$ cat config.mk
export PLATFORM = sky130hd
export DESIGN_NAME = grf_wb_queue
export DESIGN_NICKNAME = d
export VERILOG_FILES = /design/src/rtl/grf_wb_queue.sv
export SDC_FILE = /design/constraint.sdc
export NUM_CORES = 1
export LEC_CHECK = 0
export ABC_AREA = 1
export BUFFER_PORTS_ARGS = -buffer_cell sky130_fd_sc_hd__clkbuf_2
export CORE_UTILIZATION = 45
export DETAILED_ROUTE_END_ITERATION = 6
export PLACE_DENSITY = 0.7
export REMOVE_ABC_BUFFERS = 1
export SETUP_SLACK_MARGIN = 0.02
export SLEW_MARGIN = 20
export SYNTH_ARGS = -nofsm -noshare
export SYNTH_HDL_FRONTEND = slang
export SYNTH_SLANG_ARGS = --single-unit
$ cat constraint.sdc
create_clock -name clk -period 8.6 [get_ports clk]
set_input_delay 1.72 -clock clk [delete_from_list [all_inputs] [get_ports clk]]
set_output_delay 1.72 -clock clk [all_outputs]
set_load 0.01 [all_outputs]
$ cat src/rtl/grf_wb_queue.sv
// Write-back queue: two producers feed a DEPTH-entry FIFO that retires one
// register-file write per cycle and answers two forwarding lookups.
module grf_wb_queue #(
  parameter int DEPTH = 4
) (
  input  logic                     clk,
  input  logic                     reset,
  input  logic                     a_valid,
  output logic                     a_ready,
  input  logic [31:0]              a_pc,
  input  logic [4:0]               a_reg,
  input  logic [31:0]              a_data,
  input  logic                     b_valid,
  output logic                     b_ready,
  input  logic [31:0]              b_pc,
  input  logic [4:0]               b_reg,
  input  logic [31:0]              b_data,
  output logic                     w_en,
  output logic [31:0]              w_pc,
  output logic [4:0]               w_reg,
  output logic [31:0]              w_data,
  input  logic [4:0]               q1_reg,
  output logic                     q1_hit,
  output logic [31:0]              q1_data,
  input  logic [4:0]               q2_reg,
  output logic                     q2_hit,
  output logic [31:0]              q2_data,
  output logic [$clog2(DEPTH):0]   count
);

  localparam int PW = $clog2(DEPTH);
  localparam int CW = PW + 1;

  typedef struct packed {
    logic [31:0] pc;
    logic [4:0]  rg;
    logic [31:0] data;
  } ent_t;

  ent_t            r_mem [DEPTH];
  logic [PW-1:0]   r_wr;
  logic [PW-1:0]   r_rd;
  logic [CW-1:0]   r_cnt;

  logic            w_push_a;
  logic            w_push_b;
  logic            w_pop;
  logic [PW-1:0]   w_slot_b;
  logic [4:0]      w_qr [2];
  logic            w_qh [2];
  logic [31:0]     w_qd [2];

  assign count    = r_cnt;
  assign a_ready  = (r_cnt <= CW'(DEPTH - 1));
  assign b_ready  = a_valid ? (r_cnt <= CW'(DEPTH - 2))
                            : (r_cnt <= CW'(DEPTH - 1));

  // Register 0 handshakes complete but never enter the queue.
  assign w_push_a = a_valid && a_ready && (a_reg != 5'd0);
  assign w_push_b = b_valid && b_ready && (b_reg != 5'd0);
  assign w_pop    = (r_cnt != '0);
  assign w_slot_b = r_wr + PW'(w_push_a);

  always_ff @(posedge clk) begin
    if (w_push_a) r_mem[r_wr] <= '{pc: a_pc, rg: a_reg, data: a_data};
    if (w_push_b) r_mem[w_slot_b] <= '{pc: b_pc, rg: b_reg, data: b_data};
  end

  always_ff @(posedge clk or posedge reset) begin
    if (reset) begin
      r_wr   <= '0;
      r_rd   <= '0;
      r_cnt  <= '0;
      w_en   <= 1'b0;
      w_pc   <= '0;
      w_reg  <= '0;
      w_data <= '0;
    end else begin
      w_en <= w_pop;
      if (w_pop) begin
        w_pc   <= r_mem[r_rd].pc;
        w_reg  <= r_mem[r_rd].rg;
        w_data <= r_mem[r_rd].data;
        r_rd   <= r_rd + PW'(1);
      end
      r_wr  <= r_wr + PW'(w_push_a) + PW'(w_push_b);
      r_cnt <= r_cnt + CW'(w_push_a) + CW'(w_push_b) - CW'(w_pop);
    end
  end

  assign w_qr[0] = q1_reg;
  assign w_qr[1] = q2_reg;

  // Oldest source first so younger matches overwrite the result.
  always_comb begin
    for (int j = 0; j < 2; j++) begin
      w_qh[j] = 1'b0;
      w_qd[j] = '0;
      if (w_en && (w_reg == w_qr[j])) begin
        w_qh[j] = 1'b1;
        w_qd[j] = w_data;
      end
      for (int k = 0; k < DEPTH; k++) begin
        if ((CW'(k) < r_cnt) &&
            (r_mem[r_rd + PW'(k)].rg == w_qr[j])) begin
          w_qh[j] = 1'b1;
          w_qd[j] = r_mem[r_rd + PW'(k)].data;
        end
      end
      if (w_qr[j] == 5'd0) begin
        w_qh[j] = 1'b0;
        w_qd[j] = '0;
      end
    end
  end

  assign q1_hit  = w_qh[0];
  assign q1_data = w_qd[0];
  assign q2_hit  = w_qh[1];
  assign q2_data = w_qd[1];

endmodule

==> results.ini <==
[status]
status=complete, no violations

[grt]
gr-total-overflow=0
grt_pass1_wl_um=116000
grt_pass1_vias=20500
grt_use_total=0.285
grt_max_degree=113
antenna_found_initial=7

[clock_tree]
htreeDepth=2
cts_buffers=43
cts.reportedPaths.clkPinSlew_ns=0.06
cts_root_buffer=clkbuf_16
clockBufferDepth=3
clk_latency_ns=0.59
post_cts_resized=0
cts_tree=done
clock_sinks=353
post_cts_buffers=0
hold_buffers=0

[die]
die_area_sq_um=52400
start_util=0.459
num_rows=82
core_sq_um=50500
die_w_um=229
die_y_um=229
ios=293

[timing]
fin_setup_tns_ns=0
worst_slew_pin_slew_ns=1.12
finalSetupViolCount=0
fmax_mhz=140
rsz0062_at_grt=no
slew_viol_final=0
finalCritPeriodShare=0.832
clock_skew_ns=0.0247
final_hold_viol_count=0
relSlewSlack=0.254
period_needed_ns=7.16

[drt]
drt_wl_total_um=75800
avgRoutedWirePerCell_um=18.5
drt_iter0_drc=2119
ant_nets=0
detailroute.via_count=22400
drc=0
via_per_inst=5.45
firstDrtPassIters=7

[synth]
netlist_area_sq_um=23200
ys.flop_type=edfxtp_1
ys_warn_count=0
ys_types=41
ys_seq_elements=353
async_reset_ff_frac=0.218
synth_top_cell_area_share=0.358
synth_area_leader_cell=edfxtp_1
syn_inst=3266
avgSynthCellArea_sq_um=7.10
ys_top_cells_by_area=edfxtp_1 36%, nand2_1 18%, o21ai_0 12%
yosysSeqAreaShare=0.441
synth-edff-count=276

[place]
dp_hpwl_um=47800
gp_congestion=0.946
portBuffers=292

[power_and_ir_drop]
p_leak_nw=12.2
powerDensity_nw_per_um2=396
vdd_drop_max_uv=282

[setup_path]
criticalPathCategory=flop to output port
rr_worst_depth=8
crit_start=r_rd[0]
critPathLaunchType=flop
required_ns=6.88
cp_max_fo=75
rrSetupSlack_ns=4.19
worst-endpoint-arrival_ns=5.44
cp-end-kind=output port
rr_startpoint=count[2]
crit_end=q1_data[1]
rr_endpoint=r_mem[0][16]

[layout]
final_common_cell=nand2_1
fillers=5022
layout_common_cells=1138 x nand2_1, 567 x o21ai_0, 292 x clkbuf_2, 278 x nor2_1, 276 x edfxtp_1
area_growth_pct=12.3
largest_registers=r_mem (276), w_data (32), w_pc (32)
drive_above_1_share=0.129
postLayoutCoreUtil=0.516
layout.nets=3556
largest-register=r_mem
largest_reg_flops=276

[run]
cap_viol_max_count=0

[hold_path]
hold_class=flop to flop

how the worst min path moves through the flow:
stage,from,endpoint,slack (ns),cells after the start
floorplan,r_mem[0][53],w_pc[16],0.51,2
global placement,w_pc[0],w_pc[0],0.46,2
detailed placement,w_pc[11],w_pc[11],0.46,2
CTS,w_pc[25],w_pc[25],0.48,2
global route,w_pc[17],w_pc[17],0.50,2
finish,w_pc[27],w_pc[27],0.48,2
cells in the mapped netlist, drive strengths merged (3+ instances only):
library cell,instances
a21oi,74
inv,248
xor2,7
xnor2,3
nand3,165
edfxtp,276
o22ai,5
dfrtp,77
buf,137
a22oi,4
clkbuf,95
o21ai,594
nand2,1146
nor2,290
nand4,119
ha,5
nor3,7
through the flow:
| stage | instance area, sq um | hold WS, ns | cells | power, mW | setup slack, ns |
|---|---|---|---|---|---|
| 6_report | 26000 | 0.477 | 4105 | 10.3 | 1.44 |
| 5_1_grt | 26000 | 0.498 | 4104 | 11.0 | 1.13 |
| 4_1_cts | 26000 | 0.482 | 4104 | 10.3 | 1.53 |
| 3_5_place_dp | 24600 | 0.465 | 4024 | 8.43 | 2.06 |
| 3_3_place_gp | 24600 | 0.462 | 4024 | 8.36 | 2.05 |
| 2_1_floorplan | 22000 | 0.506 | 3034 | 6.46 | -1.68 |
worst max-delay path, stage by stage (launching register included):
cell      delay [ns]
dfrtp_4         0.86
buf_4           0.60
nand2_1         0.16
nand2_2         0.50
nand3_1         0.24
nand3_1         0.15
nand2_1         0.07
nor2_2          0.48
nand3_4         0.65
nand3_1         0.30
nand3_1         0.10
a21oi_1         0.38
clkbuf_2        0.21
final cells by class:
class	instances	area, sq um	area share
clock inverters	20	229	0.00879
well taps	672	841	0.0323
inverters	250	958	0.0368
clock buffers	60	1200	0.0461
diodes	1	2.50	0.0000961
repair buffers	318	1660	0.0638
multi-input cells	2431	10900	0.420
flip-flops and latches	353	10200	0.393
where the power goes:
| group | internal, mW | leakage (nW) | switching, mW |
|---|---|---|---|
| clock | 1.08 | 0.693 | 0.758 |
| combinational | 1.49 | 8.03 | 4.01 |
| sequential | 2.59 | 3.46 | 0.375 |
| total | 5.16 | 12.2 | 5.14 |
layer usage:
layer  global-route usage  part of all wire  up-vias
met5                    0            0.0011        -
li1                     -                 -    11000
met1                0.362              0.40    10100
met3               0.0649             0.098      165
met4                0.109             0.032       12
met2                0.470              0.47     1040
cells by family after synthesis:
logic type	after synthesis	share of synthesized area
and+or+nand+nor	1730	0.308
DFF	353	0.441
buffers and inverters	482	0.0935
muxes	2	0.000864
AOI/OAI and AO/OA	682	0.149
adders and majority gates	7	0.00443
xor gates and xnor gates	10	0.00378
(Power assumes the default switching activity.)
